File: src/rtl/dmem_access_if.sv
// dmem_access_if: request/acknowledge bus between the memory-stage
// load/store unit (master) and a synchronous data RAM (slave).
//
// Handshake: the master raises ram_req together with ram_we/ram_be/
// ram_addr/ram_wdata and holds all of them stable until it samples
// ram_ack=1 on a rising clock edge. ram_rdata is valid in that same ack
// cycle. ram_ack outside an outstanding request is ignored.
interface dmem_access_if;
  logic        ram_req;
  logic        ram_we;
  logic [3:0]  ram_be;
  logic [31:0] ram_addr;
  logic [31:0] ram_wdata;
  logic        ram_ack;
  logic [31:0] ram_rdata;

  modport master (
    output ram_req, ram_we, ram_be, ram_addr, ram_wdata,
    input  ram_ack, ram_rdata
  );

  modport slave (
    input  ram_req, ram_we, ram_be, ram_addr, ram_wdata,
    output ram_ack, ram_rdata
  );
endinterface

File: src/rtl/dmem_access.sv
// dmem_access: MIPS memory-stage load/store unit. Sizes byte/half/word
// accesses, steers little-endian lanes, checks alignment, stalls the
// pipeline until the RAM acknowledges and returns the formatted load
// result registered in readdataM.
//
// Optional build macro DMEM_TIMEOUT_EN: adds a BUSY watchdog that aborts
// an access after TIMEOUT cycles without ack and pulses buserrM.
module dmem_access #(
  parameter int unsigned TIMEOUT = 16
) (
  input  logic        clk,
  input  logic        rst,
  input  logic        memenM,
  input  logic        memwriteM,
  input  logic [1:0]  memsizeM,
  input  logic        memsignM,
  input  logic [31:0] aluoutM,
  input  logic [31:0] writedataM,
  output logic [31:0] readdataM,
  output logic        memstallM,
  output logic        adelM,
  output logic        adesM,
  output logic        buserrM,
  output logic [1:0]  dbg_state_o,
  dmem_access_if.master ram
);

  typedef enum logic [1:0] {
    ST_IDLE = 2'd0,
    ST_BUSY = 2'd1,
    ST_DONE = 2'd2
  } state_e;

  state_e      state_q;
  logic        ram_req_q;
  logic        ram_we_q;
  logic [3:0]  ram_be_q;
  logic [31:0] ram_addr_q;
  logic [31:0] ram_wdata_q;
  logic [31:0] readdata_q;
  // Load-format fields captured at issue so formatting does not depend
  // on the pipeline holding its M-stage values.
  logic [1:0]  size_q;
  logic        sign_q;
  logic [1:0]  lane_q;

  logic        misaligned;
  logic        issue;
  logic [3:0]  be_d;
  logic [31:0] wdata_d;
  logic [7:0]  ld_byte;
  logic [15:0] ld_half;
  logic [31:0] ld_fmt;

  // Alignment check and request steering from the live M-stage inputs.
  always_comb begin
    misaligned = 1'b0;
    be_d       = 4'b1111;
    wdata_d    = writedataM;
    case (memsizeM)
      2'b00: begin
        be_d    = 4'b0001 << aluoutM[1:0];
        wdata_d = {4{writedataM[7:0]}};
      end
      2'b01: begin
        misaligned = aluoutM[0];
        be_d       = aluoutM[1] ? 4'b1100 : 4'b0011;
        wdata_d    = {2{writedataM[15:0]}};
      end
      default: begin
        misaligned = (aluoutM[1:0] != 2'b00);
      end
    endcase
  end

  assign issue     = (state_q == ST_IDLE) && memenM && !misaligned;
  assign memstallM = issue || (state_q == ST_BUSY);
  assign adelM     = (state_q == ST_IDLE) && memenM && misaligned && !memwriteM;
  assign adesM     = (state_q == ST_IDLE) && memenM && misaligned &&  memwriteM;

  // Lane extraction and sign/zero extension of the returning read data.
  always_comb begin
    ld_byte = ram.ram_rdata[{lane_q, 3'b000} +: 8];
    ld_half = lane_q[1] ? ram.ram_rdata[31:16] : ram.ram_rdata[15:0];
    case (size_q)
      2'b00:   ld_fmt = {{24{sign_q & ld_byte[7]}}, ld_byte};
      2'b01:   ld_fmt = {{16{sign_q & ld_half[15]}}, ld_half};
      default: ld_fmt = ram.ram_rdata;
    endcase
  end

`ifdef DMEM_TIMEOUT_EN
  logic [31:0] to_cnt_q;
  logic        buserr_q;
  assign buserrM = buserr_q;
`else
  // No watchdog: BUSY waits for ack indefinitely and TIMEOUT has no effect.
  assign buserrM = 1'b0;
  if (TIMEOUT == 0) begin : g_timeout_unused
  end
`endif

  // Access FSM: issue in IDLE, wait for ack in BUSY, release in DONE.
  always_ff @(posedge clk or posedge rst) begin
    if (rst) begin
      state_q     <= ST_IDLE;
      ram_req_q   <= 1'b0;
      ram_we_q    <= 1'b0;
      ram_be_q    <= 4'b0000;
      ram_addr_q  <= 32'h0;
      ram_wdata_q <= 32'h0;
      readdata_q  <= 32'h0;
      size_q      <= 2'b00;
      sign_q      <= 1'b0;
      lane_q      <= 2'b00;
`ifdef DMEM_TIMEOUT_EN
      to_cnt_q    <= 32'h0;
      buserr_q    <= 1'b0;
`endif
    end else begin
      case (state_q)
        ST_IDLE: begin
          if (issue) begin
            ram_req_q   <= 1'b1;
            ram_we_q    <= memwriteM;
            ram_be_q    <= be_d;
            ram_addr_q  <= {aluoutM[31:2], 2'b00};
            ram_wdata_q <= wdata_d;
            size_q      <= memsizeM;
            sign_q      <= memsignM;
            lane_q      <= aluoutM[1:0];
`ifdef DMEM_TIMEOUT_EN
            to_cnt_q    <= 32'h0;
`endif
            state_q     <= ST_BUSY;
          end
        end
        ST_BUSY: begin
          if (ram.ram_ack) begin
            if (!ram_we_q) readdata_q <= ld_fmt;
            ram_req_q <= 1'b0;
            ram_we_q  <= 1'b0;
            ram_be_q  <= 4'b0000;
            state_q   <= ST_DONE;
          end
`ifdef DMEM_TIMEOUT_EN
          else if ((to_cnt_q + 32'd1) >= TIMEOUT) begin
            // Abort: the instruction retires with zero data and a bus error.
            readdata_q <= 32'h0;
            ram_req_q  <= 1'b0;
            ram_we_q   <= 1'b0;
            ram_be_q   <= 4'b0000;
            buserr_q   <= 1'b1;
            state_q    <= ST_DONE;
          end else begin
            to_cnt_q <= to_cnt_q + 32'd1;
          end
`endif
        end
        ST_DONE: begin
`ifdef DMEM_TIMEOUT_EN
          buserr_q <= 1'b0;
`endif
          state_q <= ST_IDLE;
        end
        default: state_q <= ST_IDLE;
      endcase
    end
  end

  assign readdataM     = readdata_q;
  assign dbg_state_o   = state_q;
  assign ram.ram_req   = ram_req_q;
  assign ram.ram_we    = ram_we_q;
  assign ram.ram_be    = ram_be_q;
  assign ram.ram_addr  = ram_addr_q;
  assign ram.ram_wdata = ram_wdata_q;

endmodule

File: src/flat_wrapper.sv
// flat-port wrapper written by rule: the top's interface ports become plain ports
module dmem_access_flat 
#(
  parameter int unsigned TIMEOUT = 16
)
  (clk, rst, memenM, memwriteM, memsizeM, memsignM, aluoutM, writedataM, readdataM, memstallM, adelM, adesM, buserrM, dbg_state_o, ram_ram_req, ram_ram_we, ram_ram_be, ram_ram_addr, ram_ram_wdata, ram_ram_ack, ram_ram_rdata);
  dmem_access_if ram_i ();
  input  logic clk;
  input  logic rst;
  input  logic memenM;
  input  logic memwriteM;
  input  logic [1:0] memsizeM;
  input  logic memsignM;
  input  logic [31:0] aluoutM;
  input  logic [31:0] writedataM;
  output logic [31:0] readdataM;
  output logic memstallM;
  output logic adelM;
  output logic adesM;
  output logic buserrM;
  output logic [1:0] dbg_state_o;
  output wire logic [$bits(ram_i.ram_req)-1:0] ram_ram_req;
  output wire logic [$bits(ram_i.ram_we)-1:0] ram_ram_we;
  output wire logic [$bits(ram_i.ram_be)-1:0] ram_ram_be;
  output wire logic [$bits(ram_i.ram_addr)-1:0] ram_ram_addr;
  output wire logic [$bits(ram_i.ram_wdata)-1:0] ram_ram_wdata;
  input wire logic [$bits(ram_i.ram_ack)-1:0] ram_ram_ack;
  input wire logic [$bits(ram_i.ram_rdata)-1:0] ram_ram_rdata;
  assign ram_ram_req = ram_i.ram_req;
  assign ram_ram_we = ram_i.ram_we;
  assign ram_ram_be = ram_i.ram_be;
  assign ram_ram_addr = ram_i.ram_addr;
  assign ram_ram_wdata = ram_i.ram_wdata;
  assign ram_i.ram_ack = ram_ram_ack;
  assign ram_i.ram_rdata = ram_ram_rdata;
  dmem_access #(.TIMEOUT(TIMEOUT)) u_core (.clk(clk), .rst(rst), .memenM(memenM), .memwriteM(memwriteM), .memsizeM(memsizeM), .memsignM(memsignM), .aluoutM(aluoutM), .writedataM(writedataM), .readdataM(readdataM), .memstallM(memstallM), .adelM(adelM), .adesM(adesM), .buserrM(buserrM), .dbg_state_o(dbg_state_o), .ram(ram_i));
endmodule
File: config.mk
export PLATFORM = sky130hd
export DESIGN_NAME = dmem_access_flat
export DESIGN_NICKNAME = d
export VERILOG_FILES = /design/src/rtl/dmem_access_if.sv /design/src/rtl/dmem_access.sv /design/src/flat_wrapper.sv
export SDC_FILE = /design/constraint.sdc
export NUM_CORES = 1
export LEC_CHECK = 0
export CORE_ASPECT_RATIO = 0.75
export CORE_UTILIZATION = 28
export CTS_CLUSTER_SIZE = 14
export DETAILED_ROUTE_END_ITERATION = 10
export GPL_ROUTABILITY_DRIVEN = 0
export HOLD_SLACK_MARGIN = 0.03
export SKIP_CTS_REPAIR_TIMING = 1
export SYNTH_ARGS = -nofsm -noshare
export SYNTH_HDL_FRONTEND = slang
export SYNTH_SLANG_ARGS = --single-unit
export TNS_END_PERCENT = 100
File: constraint.sdc
create_clock -name clk -period 8.5 [get_ports clk]
set_input_delay 1.7 -clock clk [delete_from_list [all_inputs] [get_ports clk]]
set_output_delay 1.7 -clock clk [all_outputs]
set_load 0.05 [all_outputs]
* Word level (Yosys, flattened, before mapping)
Index checks and enable logic that the tools add are counted. W data, S select, Z words.
Word-level totals: bits in registers 107, input port bits 104, word-level logic and storage cells 54
Operators by class: eq/ne operators 5, shift-type cells 2, mux-type cells 17, bitwise operators 3, reductions and logical operators 17
Operators with widths (count):
- $pmux W32 S2 | 2
- $shiftx A32 B6 Y8 | 1
- $mux W16 | 1
- $pmux W4 S2 | 2
- $mux W4 | 3
- $eq A2 B1 Y1 const B | 3
- $logic_not A2 Y1 | 3
- $pmux W1 S2 | 3
- $reduce_and A3 Y1 | 2
- $logic_and A1 B1 Y1 | 5
- $mux W2 | 2
- $pmux W2 S2 | 1
- $reduce_and A2 Y1 | 2
- $reduce_bool A2 Y1 | 2
- $shl A1 B2 Y4 const A | 1
- $mux W1 | 3
- $and A1 B1 Y1 | 2
- $logic_not A1 Y1 | 2
- $ne A2 B1 Y1 const B | 1
- $ne A2 B2 Y1 const B | 1
- $logic_or A1 B1 Y1 | 1
- $not A1 Y1 | 1

* Logic depth before layout (Yosys ltp)
depth in word-level cells 6, depth in mapped cells 6, mapped depth without buffers 4

* Worst setup path after synthesis
OpenSTA, ideal clock, no wires.
path type input-to-output, start point in aluoutM[1], end point out memstallM, arrival 2756 ps, required time 6800 ps, path slack 4044 ps, stages 5, path buffers 2, cell sequence o21ai_0 > nand3_1 > buf_2 > buf_2 > nand2_1
On the way: word-level cells in the longest chain between the ends 5
RTL lines:
- start, declared | line flat_wrapper.sv:14 | input logic [31:0] aluoutM;
- $reduce_bool A2 Y1 | line dmem_access.sv:71 | misaligned = (aluoutM[1:0] != 2'b00);
- $pmux W1 S2 | line dmem_access.sv:60 | case (memsizeM)
- $logic_not A1 Y1 | line dmem_access.sv:76 | assign issue = (state_q == ST_IDLE) && memenM && !misaligned;
- $logic_and A1 B1 Y1 | line dmem_access.sv:76
- $logic_or A1 B1 Y1 | line dmem_access.sv:77 | assign memstallM = issue || (state_q == ST_BUSY);
- end, declared | line flat_wrapper.sv:17 | output logic memstallM;
Every way passes these cells.

* Final worst setup path
start point in memsizeM[0], end point out adelM
On the way: word-level cells in the longest chain between the ends 4, elaborated cells between the ends (all ways) 5
RTL lines:
- start, declared | line flat_wrapper.sv:12 | input logic [1:0] memsizeM;
- $eq A2 B1 Y1 or $logic_not A2 Y1 (tied branches) | line dmem_access.sv:60
- $pmux W1 S2 (*) | line dmem_access.sv:60
- $logic_and A1 B1 Y1 (*) (2 in series) | line dmem_access.sv:78 | assign adelM = (state_q == ST_IDLE) && memenM && misaligned && !memwriteM;
- end, declared | line flat_wrapper.sv:18 | output logic adelM;
Mark *: on every way between the ends. The rest lies on a longest branch, timed or not.

==> flow_summary.json <==
{
  "mostFrequentLayoutCells": "clkdlybuf4s50_1 (208), dfrtp_1 (107), nand2_1 (54)",
  "io_buffer_count": 208,
  "grt_first_pass_wirelength_um": 23300,
  "post-route-worst-setup-slack_ns": 2.82,
  "netlist_area_pre_place_um2": 4990,
  "grt_start_max_net_pins": 99,
  "groute.usage.overall": 0.164,
  "finalSetupViolCount": 0,
  "critical_path.max_stage_delay_ns": 0.94,
  "core-area_um2": 17100,
  "dieArea_um2": 18400,
  "finalNetCount": 738,
  "yosysSeqAreaShare": 0.536,
  "die_height_um": 118,
  "final_period_utilization": 0.669,
  "cell_by_cell_listing_of_the_critical_path": "clkdlybuf4s50_1 > nand2_1 > nand2_1 > nand2_1 > nor2_1 > clkdlybuf4s50_1",
  "clock_latency_ns": 0.35,
  "postSynthCellCount": 441,
  "yosys_register_bits": 107,
  "cts.sink_count": 107,
  "fmaxAchievable_ghz": 0.176,
  "drc": 0,
  "filler_cell_count": 1630,
  "dp_worst_setup_slack_ns": 2.80,
  "cp-start-kind": "input port",
  "finalMaxSlewViolations": 0,
  "grt_use_met1": 0.216,
  "final_common_cell": "clkdlybuf4s50_1",
  "drtAntennaViolNets": 0,
  "wl_per_cell_um": 16.5,
  "timing.setup.tns_ns": 0,
  "antenna_found_initial": 0,
  "required_time_of_the_critical_path_ns": 6.80,
  "cp-end-kind": "primary output",
  "power.static_leakage_nw": 3.12,
  "crit_arrival_ns": 3.98,
  "busiest_layer": "met2",
  "yosysUniqueCellTypes": 41,
  "ctsRootBufferMaster": "clkbuf_16",
  "initial_core_util": 0.291,
  "synth_enable_flop_cells": 0,
  "path_clk_slew_ns": 0.08,
  "r2r-end": "u_core.readdataM[27]$_DFFE_PP0P_",
  "min-delay-path-class": "reg -> reg",
  "rrSetupSlack_ns": 6.01,
  "tritoncts_clock_tree": "built",
  "area_growth_pct": 50.9,
  "crit_path_class": "in -> out",
  "worst_reg2reg_path_length_in_cells": 4,
  "numCtsBuffers": 9,
  "ir_worst_vdd_mv": 0.147,
  "period_minus_slack_ns": 5.68,
  "num_io_pins": 212,
  "tightestPinTransition_ns": 1.06,
  "power_density_nw_per_um2": 354,
  "rsz0062_at_grt": "false",
  "row_count": 41,
  "dr.pass1.iters": 5,
  "dp_hpwl_um": 10600,
  "worst_hold_endpoint": "u_core.ram.ram_wdata[30]$_DFFE_PP0P_",
  "critPathMaxFanout": 13,
  "slew_headroom": 0.292,
  "outcome": "complete, no violations",
  "die_w_um": 156,
  "worstHoldPathCells": 2,
  "share_of_cells_above_drive_strength_1": 0.136,
  "clock-skew-final_ns": 0.0115,
  "synthArstFlopShare": 1.00,
  "r2r-start": "u_core.lane_q[1]$_DFFE_PP0P_",
  "use_met3": 0.0508,
  "layoutNonFillerInstCount": 875,
  "critical_path.most_common_cell": "nand2_1",
  "drv_cap": 0,
  "vias": 3992,
  "cts-htree-levels": 3,
  "routed_wl_um": 14500,
  "antenna_cells": 0,
  "slowest_stage": "clkdlybuf4s50_1",
  "min-delay-start": "u_core.ram.ram_wdata[30]$_DFFE_PP0P_",
  "grt_remaining_overflow": 0,
  "syn-mean-instance-area_um2": 11.3,
  "placedCellCount": 859,
  "clock_tree.buffer_depth": 2,
  "route.detailed.vias_per_inst": 4.56,
  "grt_use_met2": 0.259,
  "via_count_of_the_first_global_routing_pass": 4228,
  "ys.warnings.count": 0,
  "detailedRoute.firstIterationViolations": 214,
  "ys_dominant_reg_cell": "dfrtp_1",
  "finalHoldViolations": 0
}
-- layer usage --
layer | part of all wire | wire, µm
met4 | 0.011 | 160
met5 | 0 | 0
met2 | 0.46 | 6610
met3 | 0.078 | 1130
met1 | 0.45 | 6550
-- synth_stat cells (2+ instances only) --
cell type,n,area [µm²]
mux2i_1,24,240
mux2_1,9,101
buf_6,5,56.3
nand2_1,54,203
nor2_2,2,12.5
nand2b_1,3,18.8
clkbuf_1,8,30.0
a21oi_1,24,120
o21ai_0,38,190
inv_1,5,18.8
nand3_1,6,30.0
mux2_2,31,349
nand3b_1,9,67.6
a221o_1,7,70.1
nor2_1,40,150
mux2_4,10,150
dfrtp_1,107,2680
buf_4,3,22.5
nor2b_1,4,25.0
a32oi_1,7,61.3
buf_2,16,80.1
a21oi_2,10,87.6
-- kinds of logic (layout without fill, tap and decap cells) --
group / after synthesis / in the layout / synth area share
and+or+nand+nor: 127 / 127 / 0.123
DFF: 107 / 107 / 0.536
AOI/OAI and AO/OA: 92 / 92 / 0.120
muxes: 76 / 76 / 0.176
buffers and inverters: 38 / 234 / 0.0446
other: 1 / 3 / 0.000751
-- power breakdown --
| part | switching, mW | total, mW | internal, mW |
|---|---|---|---|
| Sequential | 0.124 | 0.817 | 0.694 |
| Combinational | 0.929 | 1.44 | 0.507 |
| Clock | 0.210 | 0.417 | 0.207 |
-- layout make-up --
cell class	instances	area, µm²	area share
clock inverters	7	70.1	0.00930
repair buffers	213	2120	0.281
flip-flops and latches	107	2680	0.355
well taps	236	295	0.0392
multi-input cells	298	2130	0.282
inverters	5	21.3	0.00282
clock buffers	9	225	0.0299
-- registers in the layout, indices dropped and copies added (netlist names) --
name / cells
u_core.dbg_state_o: 2
u_core.ram.ram_req: 1
u_core.lane_q: 2
u_core.ram.ram_wdata: 32
u_core.sign_q: 1
u_core.ram.ram_be: 4
u_core.size_q: 2
u_core.ram.ram_we: 1
u_core.ram.ram_addr: 30
u_core.readdataM: 32
-- how the worst max path moves through the flow --
stage	from	endpoint	slack, ns	depth (start not counted)
floorplan	rst	u_core.dbg_state_o[0]$_DFFE_PP0P_	3.98	1
global placement	memsizeM[0]	adelM	2.80	6
detailed placement	memsizeM[0]	adelM	2.80	6
CTS	memsizeM[0]	adelM	2.80	6
global route	memsizeM[0]	adelM	2.69	6
finish	memsizeM[0]	adelM	2.82	6
-- per-stage QoR --
stage | total power [mW] | util | hold WS, ns | cell area, µm²
2_1_floorplan | 1.76 | - | 0.573 | 5000
3_3_place_gp | 2.25 | 0.423 | 0.461 | 7240
3_5_place_dp | 2.27 | 0.423 | 0.471 | 7240
4_1_cts | 2.71 | 0.440 | 0.489 | 7540
5_1_grt | 2.81 | 0.440 | 0.505 | 7540
6_report | 2.67 | 0.440 | 0.483 | 7540
-- critical path: cells and delay by family --
| kind | cells | cell delay (ns) |
|---|---|---|
| buffers and inverters | 2 | 1.74 |
| and+or+nand+nor | 4 | 0.54 |
(Power assumes the default switching activity.)
